File: src/rtl/sine_freq_meter.sv
// rtl/sine_freq_meter.sv - hysteresis-comparator frequency meter for a 14-bit offset-binary sine stream.
module sine_freq_meter #(
    parameter int GATE_LOG2 = 18,
    parameter int HYST      = 256,
    parameter int MIDSCALE  = 8192
) (
    input  logic        clk,
    input  logic        rst,
    input  logic        enable,
    input  logic [13:0] sample_in,
    output logic [15:0] crossings,
    output logic [15:0] freq_word,
    output logic        meas_valid,
    output logic        saturated,
    output logic        signal_present
);

    localparam int          SHIFT = 18 - GATE_LOG2;
    localparam logic [14:0] TH_HI = 15'(MIDSCALE + HYST);
    localparam logic [14:0] TH_LO = 15'(MIDSCALE - HYST);
    localparam logic [13:0] MID14 = 14'(MIDSCALE);

    typedef enum logic [1:0] {
        IDLE,
        GATE,
        REPORT
    } state_t;

    state_t                 state;
    logic [13:0]            s_q;
    logic                   cmp_high;
    logic [GATE_LOG2-1:0]   timer;
    logic [15:0]            count;
    logic                   sat;
    logic                   rise;
    logic                   fall;
    logic [23:0]            shifted;
    logic                   shift_ovf;

    // Thresholds widened to 15 bits so MIDSCALE+HYST cannot wrap.
    assign rise      = !cmp_high && ({1'b0, s_q} >= TH_HI);
    assign fall      = cmp_high && ({1'b0, s_q} <= TH_LO);
    assign shifted   = {8'd0, count} << SHIFT;
    assign shift_ovf = |shifted[23:16];

    always_ff @(posedge clk or posedge rst) begin
        if (rst) begin
            s_q      <= MID14;
            cmp_high <= 1'b0;
        end else begin
            s_q <= sample_in;
            if (rise) begin
                cmp_high <= 1'b1;
            end else if (fall) begin
                cmp_high <= 1'b0;
            end
        end
    end

    always_ff @(posedge clk or posedge rst) begin
        if (rst) begin
            state          <= IDLE;
            timer          <= '0;
            count          <= '0;
            sat            <= 1'b0;
            crossings      <= '0;
            freq_word      <= '0;
            meas_valid     <= 1'b0;
            saturated      <= 1'b0;
            signal_present <= 1'b0;
        end else begin
            meas_valid <= 1'b0;
            if (!enable) begin
                state <= IDLE;
                timer <= '0;
                count <= '0;
                sat   <= 1'b0;
            end else begin
                case (state)
                    IDLE: begin
                        state <= GATE;
                        timer <= '0;
                        count <= '0;
                        sat   <= 1'b0;
                    end
                    GATE: begin
                        timer <= timer + 1'b1;
                        if (rise) begin
                            if (count == 16'hFFFF) begin
                                sat <= 1'b1;
                            end else begin
                                count <= count + 16'd1;
                            end
                        end
                        if (&timer) begin
                            state <= REPORT;
                        end
                    end
                    REPORT: begin
                        crossings      <= count;
                        freq_word      <= shift_ovf ? 16'hFFFF : shifted[15:0];
                        saturated      <= sat | shift_ovf;
                        signal_present <= (count >= 16'd2);
                        meas_valid     <= 1'b1;
                        state          <= GATE;
                        timer          <= '0;
                        // The crossing seen in the dead cycle opens the next window.
                        count          <= rise ? 16'd1 : 16'd0;
                        sat            <= 1'b0;
                    end
                    default: begin
                        state <= IDLE;
                    end
                endcase
            end
        end
    end

endmodule

File: config.mk
export PLATFORM = sky130hd
export DESIGN_NAME = sine_freq_meter
export DESIGN_NICKNAME = d
export VERILOG_FILES = /design/src/rtl/sine_freq_meter.sv
export SDC_FILE = /design/constraint.sdc
export NUM_CORES = 1
export LEC_CHECK = 0
export BUFFER_PORTS_ARGS = -buffer_cell sky130_fd_sc_hd__clkbuf_2
export CAP_MARGIN = 5
export CORE_UTILIZATION = 46
export CTS_BUF_LIST = sky130_fd_sc_hd__clkbuf_2 sky130_fd_sc_hd__clkbuf_4 sky130_fd_sc_hd__clkbuf_8
export DETAILED_ROUTE_END_ITERATION = 8
export PLACE_DENSITY = 0.78
export SLEW_MARGIN = 20
export SYNTH_ARGS = -nofsm -noshare
export SYNTH_HDL_FRONTEND = slang
export SYNTH_SLANG_ARGS = --single-unit
File: constraint.sdc
create_clock -name clk -period 3 [get_ports clk]
set_clock_uncertainty 0.1 [all_clocks]
set_input_delay 0.75 -clock clk [delete_from_list [all_inputs] [get_ports clk]]
set_output_delay 0.75 -clock clk [all_outputs]
set_load 0.01 [all_outputs]
After elaboration in Yosys (flattened, before gate mapping)
Cells that the tools add are included.

Register bits after elaboration: 71. Bits of input ports: 17. Output and inout bits: 35. Logic and storage cells: 52.

$add $sub $neg: 2. Order comparisons: 3. Eq/ne operators: 9. Multiplexer cells: 18. Reduce and logical (&&, ||, !) cells: 10.

Operators by type and width (count): $mux W16 (3); $pmux W16 S3 (1); $pmux W18 S2 (1); $add A18 B1 Y18 const B (1); $mux W18 (1); $reduce_and A18 Y1 (1); $add A16 B1 Y16 const B (1); $eq A16 B16 Y1 const B (1); $ge A16 B2 Y1 const B (1); $ge A14 B14 Y1 const B (1); $le A14 B13 Y1 const B (1); $ne A3 B3 Y1 const B (4); $mux W1 (8); $reduce_and A3 Y1 (2); $mux W2 (2); $ne A4 B1 Y1 const B (1); $pmux W2 S2 (1); $ne A3 B2 Y1 const B (1); $eq A2 B1 Y1 const B (1); $eq A2 B2 Y1 const B (1); $logic_and A1 B1 Y1 (2); $logic_not A2 Y1 (1); $pmux W1 S2 (1); $reduce_and A2 Y1 (1); 3 further kinds (3).

Longest topological paths before layout
Word-level depth: 5. Depth in mapped cells: 10. Mapped depth without buffers: 7.

Worst setup path before layout
No wires, ideal clock.

Path type: flip-flop to flip-flop. Start point: reg state[0]. End point: reg count[13]. Setup time: 0.095 ns. Data arrival time: 1.951 ns. Data required time: 2.805 ns. Path slack: 0.854 ns. Cell stages (with the launch flop): 8. Path buffers: 1. Clock period less this slack: 2.146 ns. Cells stage by stage: dfrtp_1 ha_1 buf_4 o21bai_1 and4_1 a22o_2 or4_1 o31ai_1.

Longest elaborated chain between the ends: 3. Elaborated cells between the ends (all ways): 9. Classes of those cells: 5 x eq/ne; 2 x mux; 2 x reduce/logical.

Ends and longest elaborated chain: from (decl) (line 29) `state_t state;`; from (signal assigned) (line 62) `state <= IDLE;`; from (signal assigned) (line 74) `state <= IDLE;`; from (signal assigned) (line 81) `state <= GATE;`; $eq A2 B1 Y1, or another cell as far along (line 79) `case (state)`; $ne A4 B1 Y1 (no line), or another cell as far along; $reduce_and A3 Y1 (no line) / $mux W16 (equally long branches); to (signal assigned) (line 92) `count <= count + 16'd1;`; to (signal assigned) (line 108) `count <= rise ? 16'd1 : 16'd0;`; to (decl) (line 33) `logic [15:0] count;`.

Several ways; a longest one is shown, not always the timed one. A chain may end at the register's enable or synchronous reset.

Worst setup path after layout
Start point: reg state[1]. End point: reg timer[7].

Longest elaborated chain between the ends: 4. Elaborated cells between the ends (all ways): 7. Classes of those cells: 3 x eq/ne; 2 x mux; 2 x reduce/logical.

Ends and longest elaborated chain: $eq A2 B2 Y1 / $logic_not A2 Y1 (equally long branches) (line 79); $reduce_or A2 Y1 (no line); $pmux W18 S2 (line 79); $mux W18 (line 73) `if (!enable) begin`; to (signal assigned) (line 87) `timer <= timer + 1'b1;`; to (decl) (line 32) `logic [GATE_LOG2-1:0] timer;`.

Several ways; a longest one is shown, not always the timed one.

==> results.txt <==
The flow ran to the end, and the final reports show no timing, DRC or antenna violations. The I/O pin count came out at 52. For the worst setup path, the data arrival time is roughly 2.7 ns.

The number of detailed-route iterations in the first pass came out at 4. The count of warnings emitted by yosys came out at 0. The tightest hold path in the finished design has a slack of between 0.3 and 0.4 ns. Along the worst path, the maximum fanout reaches 11. STA classifies the critical path startpoint as a flip-flop. The clock drives 71 sinks. The die boundary width is 88.0 um. Dividing total power by cell area gives a power density of between 500 and 600 mW/mm^2.

The number of synthesized flops with an enable pin is 0. In this run, CTS created clock tree buffers numbering 9. The number of pins exceeding their max-slew limit in the final report came out at 0. The number of design-rule violations left by the first detailed-router iteration came out at around 180. The number of hold-repair buffers added at the cts stage came out at 0. The final-report hold violation count came out at 0. TritonCTS built the clock tree.

The die height is slightly below 90 um. The post-CTS setup repair buffer count is 0. The synthesized area divided by synthesized cell count came out at 10.7 um^2. The clock tree synthesis step divided the H-tree into 3 levels.

The start point of the critical path is state[1]. The root buffer cell chosen for the clock tree is clkbuf_8. Setup repair after global routing left no endpoint under its margin. The routed wire length came out at 6320 um. Sorting the synthesized cells by area gives the leading types as dfrtp_1, mux2_2, buf_4. The area occupied by multi-input gates came out at 0.00141 mm^2.

The top flip-flop cell by instance count after synthesis is dfrtp_1. Summed over all layers, the global routing overflow is 0. The count of antenna-violating nets left after detailed routing came out at 0. The cell type with the highest aggregate area in the netlist is dfrtp_1. The library cell with the highest instance count after synthesis is dfrtp_1. The count of max-cap constraint violations came out at 0. The mean number of vias per cell is between 5 and 6. The minimum clock period after layout is between 2 and 3 ns. Compared with the post-synthesis result, the final layout area differs by 13.4%.

The final non-filler cell total is 457. After filler insertion, the fill cell instance count of the layout stands at ~640. The share of final-layout standard cells stronger than drive strength 1 is 0.280. The last weighted congestion value of the routability-driven placer came out at 0.827. The gate count after technology mapping is around 320. At the worst endpoint, the required time is approximately 3.2 ns. During placement, the flow inserted port buffers numbering between 50 and 60. The overall track demand over capacity in global routing is 0.184. IR analysis of the VDD net gives a maximum drop of 469 uV. In this run the critical register-to-register path is launched from state[1]. Across the whole layout, storage elements account for roughly 0.0018 mm^2. The pin count of the biggest net entering global routing came out at 72. The wire length of the first global-routing pass is around 11000 um. The synthesized design contains 71 register bits. The category of the critical setup timing path is reg -> reg. The HPWL after detailed placement is around 4400 um. For this run, the share of the core covered by cells in the final layout is 0.552. The buffer levels on the longest clock path is 2. Clock latency on the worst-skew pair, taken at its later pin, is around 0.35 ns.

The final period utilization is 0.834. The unique cell type count in the Yosys netlist is 53. Including well taps, the total number of placed cells is approximately 440. After synthesis the cells add up to 0.00340 mm^2.

The sequential cell area fraction in the yosys report is 0.523. The vias after detailed routing is around 2500. The relative max-transition margin is 0.511. The standard cell area after detailed placement came out at approximately 0.0036 mm^2.

After routing, the total negative slack on setup checks comes to 0 ns. The share of synthesized area in the top cell type comes to 0.515. Clock-pin slew was measured on the worst setup and hold paths at ~0.080 ns.

After detailed routing, the number of remaining DRC violations is 0. The full die area is a little under 0.008 mm^2. For the pin with the worst max-slew slack, the measured transition is 0.727 ns. The antenna diode count is 0. The highest attainable clock frequency came out at 400 MHz. After synthesis, the share of flip-flops with an asynchronous set or reset is 1.00. After routing the design area is 0.00385 mm^2. The number of global-route vias before repair came out at 2415. The kind of end point of the critical path is a flip-flop. The total number of nets in the final design came out at 380.

Counting instances in the post-synthesis netlist gives the leading cell types as dfrtp_1, nor2_1, nand2_1, o21ai_0, buf_4. The core footprint is between 0.006 and 0.007 mm^2. For this configuration, the core starts out at a cell density of 0.487. The post-synthesis net count is between 300 and 400. In this run, post-CTS repair resized a total of 0 instances. The number of antenna violations at the first check in global routing came out at 0.

The leakage power of the design is 1.83 nW. After floorplanning, the core was divided into 30 placement rows. The final-report setup violation count is 0. In the final routed layout, each cell accounts on average for ~14 um.

In this run the worst hold path is classified as in -> async.
## metal layers
layer,track usage,part of all wire
met1,0.226,0.45
met2,0.302,0.50
met3,0.0613,0.043
met4,0.0686,0.012
met5,0,0
## sequential cells by signal, indices dropped and copies added, names as in the netlist
signal,count
timer,18
count,16
freq_word,16
s_q,14
state,2
cmp_high,1
meas_valid,1
sat,1
saturated,1
signal_present,1
## worst max-delay path, stage by stage, from the launching register on
cell	delay [ns]
dfrtp_1	0.39
inv_1	0.11
ha_1	0.37
and3b_1	0.31
nand4b_1	0.50
or3_1	0.50
a21oi_1	0.15
## path summary, 6_finish.rpt
kind | to | slack (ns) | cells past startpoint
min reg2reg | signal_present | 0.38 | 1
max reg2reg | timer[7] | 0.50 | 6
min in group clk | signal_present | 0.38 | 1
min | s_q[6] | 0.35 | 3
max in group asynchronous | s_q[13] | 2.14 | 3
max | timer[7] | 0.50 | 6
## final cells by class
cell class	count	area share
sequential	71	0.461
multi-input combinational	211	0.365
timing repair buffer	55	0.0773
clock buffer	9	0.0321
tap	96	0.0312
clock inverter	7	0.0250
inverter	8	0.00779
## per-stage QoR
stage | worst slack [ns] | total power, mW
global placement | 0.522 | 1.43
global route | 0.336 | 2.38
finish | 0.498 | 2.26
CTS | 0.488 | 2.29
detailed placement | 0.403 | 1.45
floorplan | 0.355 | 1.35
## cell families (layout without fill, tap and decap cells)
kind of cell	after synthesis	count (layout)	synth area share
AO/OA/AOI/OAI	59	59	0.107
XOR/XNOR	14	14	0.0361
adder cells (fa/ha/maj)	7	7	0.0258
buffers and inverters	37	79	0.0629
flip-flops	71	71	0.523
multiplexers	17	17	0.0559
AND/OR/NAND/NOR	114	114	0.189
## cell usage in the layout, fill, tap and decap left out, drive strengths merged, types with 3 or more instances in the layout
master | synthesis | final
o21ai | 27 | 27
o31ai | 7 | 7
nor3 | 3 | 3
a31oi | 4 | 4
buf | 25 | 4
nand2 | 25 | 25
nor2b | 3 | 3
nand4 | 5 | 5
or3 | 4 | 4
or4 | 3 | 3
and4 | 5 | 5
and3 | 7 | 7
xnor2 | 6 | 6
nor2 | 25 | 25
ha | 7 | 7
nor4 | 9 | 9
a21oi | 8 | 8
mux2 | 16 | 16
xor2 | 8 | 8
clkinv | 0 | 4
dfrtp | 70 | 70
nand3 | 16 | 16
inv | 8 | 9
clkbuf | 4 | 60
## power breakdown
part / leakage [nW] / switching [mW] / total (mW) / internal (mW)
combinational: 0.763 / 0.258 / 0.404 / 0.146
clock: 0.114 / 0.362 / 0.833 / 0.470
sequential: 0.955 / 0.0342 / 1.03 / 0.994
total: 1.83 / 0.654 / 2.26 / 1.61
Note: power is estimated with default switching activity, not from simulation.
